`config.mk`:
```
export PLATFORM = sky130hd
export DESIGN_NAME = alu_sequencer
export DESIGN_NICKNAME = d
export VERILOG_FILES = /design/src/rtl/alu_sequencer.sv
export SDC_FILE = /design/constraint.sdc
export NUM_CORES = 1
export LEC_CHECK = 0
export CAP_MARGIN = 5
export CORE_ASPECT_RATIO = 1.1
export CORE_MARGIN = 2
export CORE_UTILIZATION = 42
export CTS_CLUSTER_DIAMETER = 30
export DETAILED_ROUTE_END_ITERATION = 8
export PLACE_DENSITY_LB_ADDON = 0.08
export SKIP_LAST_GASP = 1
export SLEW_MARGIN = 20
export SYNTH_ARGS = -nofsm -noshare
export SYNTH_HDL_FRONTEND = slang
export SYNTH_SLANG_ARGS = --single-unit
```
`constraint.sdc`:
```
create_clock -name clk -period 1.9 [get_ports clk]
set_input_delay 0.19 -clock clk [delete_from_list [all_inputs] [get_ports clk]]
set_output_delay 0.19 -clock clk [all_outputs]
set_load 0.005 [all_outputs]
```
`src/rtl/alu_sequencer.sv`:
```
`default_nettype none
// ============================================================================
// alu_sequencer : command/response sequencer for an external registered ALU.
// Optional BCD adjust for ADD/SUB when DECIMAL_MODE_EN is defined. Rev 1.0
// ============================================================================
module alu_sequencer #(
    parameter logic [3:0] FLAG_RESET = 4'b0000
) (
    input  logic       clk,
    input  logic       rst_n,
    input  logic       cmd_valid,
    output logic       cmd_ready,
    input  logic [4:0] cmd_op,
    input  logic [7:0] cmd_a,
    input  logic [7:0] cmd_b,
    input  logic       cmd_use_carry,
    input  logic       cmd_decimal,
    output logic       rsp_valid,
    input  logic       rsp_ready,
    output logic [7:0] rsp_result,
    output logic       rsp_error,
    output logic       flag_n,
    output logic       flag_z,
    output logic       flag_c,
    output logic       flag_v,
    input  logic       flag_wr_valid,
    input  logic [3:0] flag_wr_data,
    output logic       alu_enable,
    output logic [7:0] alu_operand1,
    output logic [7:0] alu_operand2,
    output logic       alu_carrybit,
    output logic [4:0] alu_op_number,
    input  logic [7:0] alu_result,
    input  logic       alu_carry,
    input  logic       alu_overflow
);

    localparam logic [4:0] OP_ADD = 5'd0;
    localparam logic [4:0] OP_SUB = 5'd1;
    localparam logic [4:0] OP_SHR = 5'd7;
    localparam logic [4:0] OP_SHL = 5'd8;
    localparam logic [4:0] OP_RTR = 5'd9;
    localparam logic [4:0] OP_RTL = 5'd10;
    localparam logic [4:0] OP_LD  = 5'd12;

    typedef enum logic [2:0] {
        S_IDLE   = 3'd0,
        S_ISSUE  = 3'd1,
        S_WAIT   = 3'd2,
`ifdef DECIMAL_MODE_EN
        S_ADJUST = 3'd3,
`endif
        S_DONE   = 3'd4
    } state_t;

    state_t     state_q, state_d;
    logic [4:0] op_q, op_d;
    logic [7:0] a_q, a_d;
    logic [7:0] b_q, b_d;
    logic       cin_q, cin_d;
    logic [7:0] result_q, result_d;
    logic       error_q, error_d;
    logic [3:0] flags_q, flags_d;   // {N,Z,C,V}
    logic       dec_q, dec_d;
    logic       op_legal;
    logic       cmd_cin;

    assign op_legal = (cmd_op <= OP_RTL) || (cmd_op == OP_LD);
    // SUB carry-in is a borrow, so the stored C is inverted before use.
    assign cmd_cin  = (((cmd_op == OP_ADD) || (cmd_op == OP_RTR) || (cmd_op == OP_RTL))
                       & cmd_use_carry & flags_q[1])
                    | ((cmd_op == OP_SUB) & cmd_use_carry & ~flags_q[1]);

`ifdef DECIMAL_MODE_EN
    logic [4:0] lo_add;
    logic [4:0] lo_sub;
    logic [7:0] bcd_res;
    logic       bcd_c;

    assign lo_add = {1'b0, a_q[3:0]} + {1'b0, b_q[3:0]} + {4'b0, cin_q};
    assign lo_sub = {1'b0, b_q[3:0]} + {4'b0, cin_q};

    always_comb begin
        bcd_res = result_q;
        bcd_c   = flags_q[1];
        if (op_q == OP_ADD) begin
            if (lo_add[4] || (result_q[3:0] > 4'd9)) bcd_res = bcd_res + 8'h06;
            if (flags_q[1] || (result_q > 8'h99)) begin
                bcd_res = bcd_res + 8'h60;
                bcd_c   = 1'b1;
            end
        end else begin
            if ({1'b0, a_q[3:0]} < lo_sub) bcd_res = bcd_res - 8'h06;
            if (!flags_q[1]) bcd_res = bcd_res - 8'h60;
        end
    end
`else
    logic unused_decimal;
    assign unused_decimal = cmd_decimal;
`endif

    always_comb begin
        state_d    = state_q;
        op_d       = op_q;
        a_d        = a_q;
        b_d        = b_q;
        cin_d      = cin_q;
        dec_d      = dec_q;
        result_d   = result_q;
        error_d    = error_q;
        flags_d    = flags_q;
        cmd_ready  = 1'b0;
        rsp_valid  = 1'b0;
        rsp_error  = 1'b0;
        alu_enable = 1'b0;
        case (state_q)
            S_IDLE: begin
                cmd_ready = 1'b1;
                if (cmd_valid) begin
                    op_d  = cmd_op;
                    a_d   = cmd_a;
                    b_d   = cmd_b;
                    cin_d = cmd_cin;
`ifdef DECIMAL_MODE_EN
                    dec_d = cmd_decimal;
`else
                    dec_d = 1'b0;
`endif
                    if (op_legal) begin
                        state_d = S_ISSUE;
                        error_d = 1'b0;
                    end else begin
                        state_d  = S_DONE;
                        error_d  = 1'b1;
                        result_d = 8'h00;
                    end
                end else if (flag_wr_valid) begin
                    flags_d = flag_wr_data;
                end
            end
            S_ISSUE: begin
                alu_enable = 1'b1;
                state_d    = S_WAIT;
            end
            S_WAIT: begin
                result_d   = alu_result;
                flags_d[3] = alu_result[7];
                flags_d[2] = (alu_result == 8'h00);
                case (op_q)
                    OP_ADD: begin
                        flags_d[1] = alu_carry;
                        flags_d[0] = alu_overflow;
                    end
                    OP_SUB: begin
                        flags_d[1] = ~alu_carry;
                        flags_d[0] = alu_overflow;
                    end
                    OP_SHR, OP_SHL, OP_RTR, OP_RTL: flags_d[1] = alu_carry;
                    default: ;
                endcase
                state_d = S_DONE;
`ifdef DECIMAL_MODE_EN
                if (dec_q && ((op_q == OP_ADD) || (op_q == OP_SUB))) state_d = S_ADJUST;
`endif
            end
`ifdef DECIMAL_MODE_EN
            S_ADJUST: begin
                result_d   = bcd_res;
                flags_d[3] = bcd_res[7];
                flags_d[2] = (bcd_res == 8'h00);
                flags_d[1] = bcd_c;
                state_d    = S_DONE;
            end
`endif
            S_DONE: begin
                rsp_valid = 1'b1;
                rsp_error = error_q;
                if (rsp_ready) state_d = S_IDLE;
            end
            default: state_d = S_IDLE;
        endcase
    end

    always_ff @(posedge clk) begin
        if (!rst_n) begin
            state_q  <= S_IDLE;
            op_q     <= 5'd0;
            a_q      <= 8'h00;
            b_q      <= 8'h00;
            cin_q    <= 1'b0;
            dec_q    <= 1'b0;
            result_q <= 8'h00;
            error_q  <= 1'b0;
            flags_q  <= FLAG_RESET;
        end else begin
            state_q  <= state_d;
            op_q     <= op_d;
            a_q      <= a_d;
            b_q      <= b_d;
            cin_q    <= cin_d;
            dec_q    <= dec_d;
            result_q <= result_d;
            error_q  <= error_d;
            flags_q  <= flags_d;
        end
    end

    // ALU inputs are held at zero except during the single issue cycle.
    assign alu_operand1  = (state_q == S_ISSUE) ? a_q   : 8'h00;
    assign alu_operand2  = (state_q == S_ISSUE) ? b_q   : 8'h00;
    assign alu_carrybit  = (state_q == S_ISSUE) ? cin_q : 1'b0;
    assign alu_op_number = (state_q == S_ISSUE) ? op_q  : 5'd0;

    assign rsp_result = result_q;
    assign flag_n     = flags_q[3];
    assign flag_z     = flags_q[2];
    assign flag_c     = flags_q[1];
    assign flag_v     = flags_q[0];

endmodule
`default_nettype wire

```
# Yosys cells after proc, flatten, opt, wreduce, memory -nomap -nowiden
# Cells that the tools add are included.
# word_totals
output_inout_bits	38
wordCells	74
reg_bits	38
# classes
bitwise	7
n_mux	21
reduce_logical	16
n_eq_ne	19
n_lt_le_gt_ge	1
# op_table
op	n
$mux W8	4
$eq A5 B4 Y1 const B	6
$pmux W8 S2	1
$ne A2 B2 Y1 const B	6
$pmux W3 S4	1
$eq A5 B1 Y1 const B	2
$logic_not A5 Y1	2
$mux W3	3
$logic_not A8 Y1	1
$mux W4	2
$pmux W4 S2	1
$reduce_and A4 Y1	2
$mux W1	7
$reduce_and A3 Y1	2
$eq A5 B3 Y1 const B	1
$le A5 B4 Y1 const B	1
$mux W5	1
$reduce_or A5 Y1	1
$and A1 B1 Y1	4
$reduce_and A2 Y1	2
$eq A3 B1 Y1 const B	1
$eq A3 B2 Y1 const B	1
$eq A3 B3 Y1 const B	1
$logic_not A3 Y1	1
7 further kinds	10

# Longest topological paths before layout
# depth
depth_word	6
depth_mapped	7
ltp_nobuf	4

# Worst setup path before layout
# Ideal clock, no wire load.
# synth_path
path_kind	reg2reg
startpoint	reg state_q[2]
endpoint	reg flags_q[1]
arrival_ns	1.217
period_less_slack_ns	1.343
stages_incl_launch_ff	6
setup_slack_ns	0.557
n_path_buf	1
setup_ns	0.126
path_cell_list	dfxtp_1 > buf_6 > nor3b_4 > o211ai_1 > nor4_1 > o22ai_1
# synth_via
elab_chain_cells	3
elab_cells_between_ends	8
classes_between	eq/ne (4); mux (1); reduce/logical (3)
# synth_rtl
item	line	text
from (decl)	56	state_t state_q, state_d;
from (signal assigned)	196	state_q <= state_d;
$eq A3 B2 Y1 / $logic_not A3 Y1 (equally long branches)	116	case (state_q)
$ne A3 B3 Y1 (no line) (tied with other cells)	-	
$reduce_and A4 Y1 (no line)	-	
to (signal assigned)	204	flags_q <= flags_d;
to (decl)	63	logic [3:0] flags_q, flags_d;
# Parallel ways exist; a longest one is shown, timed or not.
# A chain may end at the register's enable or synchronous reset.

# Final worst setup path
# layout_path
startpoint	reg state_q[1]
endpoint	out alu_operand1[0]
# layout_via
elab_chain_cells	2
# layout_rtl
item	line	text
$eq A3 B1 Y1	209	assign alu_operand1 = (state_q == S_ISSUE) ? a_q : 8'h00;
$mux W8	209	
to (decl)	29	output logic [7:0] alu_operand1,
# Every way passes these cells.

==> flow_summary.ini <==
[worst_setup_path]
path_depth = 4
crit_end = alu_operand1[0]
rr_startpoint = state_q[2]
rrSetupSlack_ns = 0.35
r2r-end = a_q[5]
cpPeakStageDelay_ns = 0.50
worstSetupPathType = reg -> out
worst_setup_path_start_kind = flip-flop
path_buf_inv = 2
crit_fanout = 12
worst_path_max_delay_cell = clkdlybuf4s50_1
cp-startpoint = state_q[1]
critPathRequiredTime_ns = 1.71
path_cells = nor3b_4 > buf_6 > and2_1 > clkdlybuf4s50_1
cpLargestDelayFamily = buffers and inverters
critPathCaptureType = output pin
r2r_cells = 6
arrival_ns = 1.79

[power]
p_total_mw = 1.792
power.density_nw_per_um2 = 629.8
vdd_drop_max_v = 0.0004628
power.leakage_nw = 1.051

[cells_and_area]
area_delta_synth_final_pct = 51.40
diodes = 0
nets = 360
layout-drive-gt1-share_pct = 9.091
nFillCells = 400
mostFrequentLayoutCells = clkdlybuf4s50_1, nand2_1, dfxtp_1
final_common_cell = clkdlybuf4s50_1

[cts]
numCtsBuffers = 5
cts_max_path_buffers = 2
clock_sinks = 38
htree_levels = 2
clkTransAtPathRegs_ns = 0.08
worst_skew_pair.late_latency_ns = 0.29
clock-root-buffer = clkbuf_8
holdBufCountCts = 0
cts_tree = done
post-cts-setup-buffers = 0

[global_route]
grt_pass1_wl_um = 7748
antenna_found_initial = 0
gr-total-overflow = 0
grt_pass1_vias = 1758
grtUsageTotal_pct = 20.14
grt_max_degree = 25

[timing]
slew_headroom_pct = 71.38
finalClockSkew_ns = 0.008183
rsz0062_at_grt = true
slew_violations = 0
setup_tns_ns = -1.063
setup_ws_ns = -0.07750
fin_crit_sh_pct = 104.1
worst_slew_pin_slew_ns = 0.4267
max_freq_ghz = 0.5057
hold_violations = 0
hold_slack_ns = 0.4449
setup_viol = 22
min_period_ns = 1.977

[synthesis]
synth_ff_type = dfxtp_1
synth.cell_area_um2 = 1879
syn_nets = 277
synth.avg_cell_area_um2 = 7.997
synth_cell_type_count = 45
ys_ff_latch = 38
synth_edf_count = 0
synthArstFlopShare_pct = 0
netlist_instances = 235
synth_seq_area_share_pct = 40.48
yosys_warnings = 0

[placed_design]
portBuffers = 78
gp_congestion = 0.7714
post-dp-hpwl_um = 3448

[route]
firstDrtPassIters = 4
wl_um = 4877
antenna_left = 0
drtIter0Drc = 73
wl_per_cell_um = 13.08
drc = 0
viasPerCell = 5.126
vias = 1912

[floorplanning]
start_util_pct = 43.54
core_area_um2 = 4317
design.die.area_um2 = 5026
num_rows = 25
fp.dieH_um = 74.16
num_io_pins = 80
fp.dieW_um = 67.78

[run]
cap_violations = 0

[hold_path]
min_path_type = in -> reg

[run_status]
violations = setup timing
status = finished, violations left
-- where the power goes --
group / internal [mW] / switching (mW)
Sequential: 0.841 / 0.0344
Clock: 0.293 / 0.269
Combinational: 0.197 / 0.158
-- cells by family (layout without fill, tap and decap cells) --
group,Yosys count,in the layout,synth area share [%]
and+or+nand+nor,116,116,33.09
adders and majority gates,1,1,0.5992
muxes,1,1,0.5326
xor gates and xnor gates,1,1,0.4661
DFF,38,38,40.48
AOI/OAI and AO/OA,61,61,19.37
buffers and inverters,17,101,5.459
-- per-stage QoR --
step	instance area, um2	setup WS, ns	std cells	utilization, %
after floorplan	1879	0.5572	235	-
after CTS	2826	-0.05335	372	65.48
final	2845	-0.07750	373	65.91
after global placement	2731	0.1430	364	63.28
after global routing	2845	-0.1545	373	65.91
after detailed placement	2731	0.1367	364	63.28
-- area by class of cell --
type / count / area [um2] / area share [%]
repair buffers: 90 / 890.9 / 31.31
flip-flops and latches: 38 / 762.0 / 26.78
inverters: 3 / 11.26 / 0.3958
clock buffers: 7 / 86.33 / 3.034
clock inverters: 1 / 5.005 / 0.1759
well taps: 54 / 67.56 / 2.375
multi-input cells: 180 / 1022 / 35.93
-- metal layers --
metal	global-route usage, %	part of all wire, %	routed length, um
met5	0	0	0
met4	8.889	1.4	70
met3	4.992	7.1	345
met2	35.19	49	2378
met1	23.15	43	2083
-- sequential cells by signal (all words and copies together) (netlist names) --
signal,cells
a_q,8
state_q,3
flags_q,4
rsp_result,8
b_q,8
op_q,5
cin_q,1
error_q,1
-- worst min-delay path by stage --
| stage | from | to | slack, ns | cells past startpoint |
|---|---|---|---|---|
| final | cmd_b[6] | b_q[6] | 0.44 | 3 |
| after global routing | cmd_b[0] | b_q[0] | 0.45 | 3 |
| after CTS | cmd_b[2] | b_q[2] | 0.44 | 3 |
| after detailed placement | a_q[2] | a_q[2] | 0.44 | 2 |
| after global placement | a_q[0] | a_q[0] | 0.44 | 2 |
| after floorplan | rst_n | state_q[1] | 0.31 | 1 |
-- synthesized netlist by cell type, types with 2 or more instances --
master | instances | area share, %
nand3_1 | 2 | 0.53
dfxtp_1 | 38 | 40
a21oi_1 | 35 | 9.3
clkbuf_1 | 7 | 1.4
inv_1 | 2 | 0.40
nand2b_1 | 3 | 1.0
buf_6 | 4 | 2.4
o21ai_0 | 9 | 2.4
buf_4 | 2 | 0.80
nor3b_2 | 2 | 1.3
nor3b_1 | 3 | 1.2
nand4b_1 | 2 | 0.93
nand2_1 | 57 | 11
o22ai_1 | 2 | 0.67
nor2b_1 | 3 | 1.0
a21o_1 | 4 | 1.6
nor4_1 | 3 | 1.0
o21ai_1 | 2 | 0.53
and2_1 | 25 | 8.3
nor2_1 | 5 | 1.0
-- worst min-delay path: stages --
cell and delay (ns):
clkdlybuf4s50_1 0.39, nand2_1 0.05, a21oi_1 0.05
-- what timing repair did --
action,in CTS,in global routing
cloned,0,1
pin swaps,0,1
setup endpoints to repair,22,23
resized for setup,1,5
No activity file was read; power rests on OpenSTA's default activity.
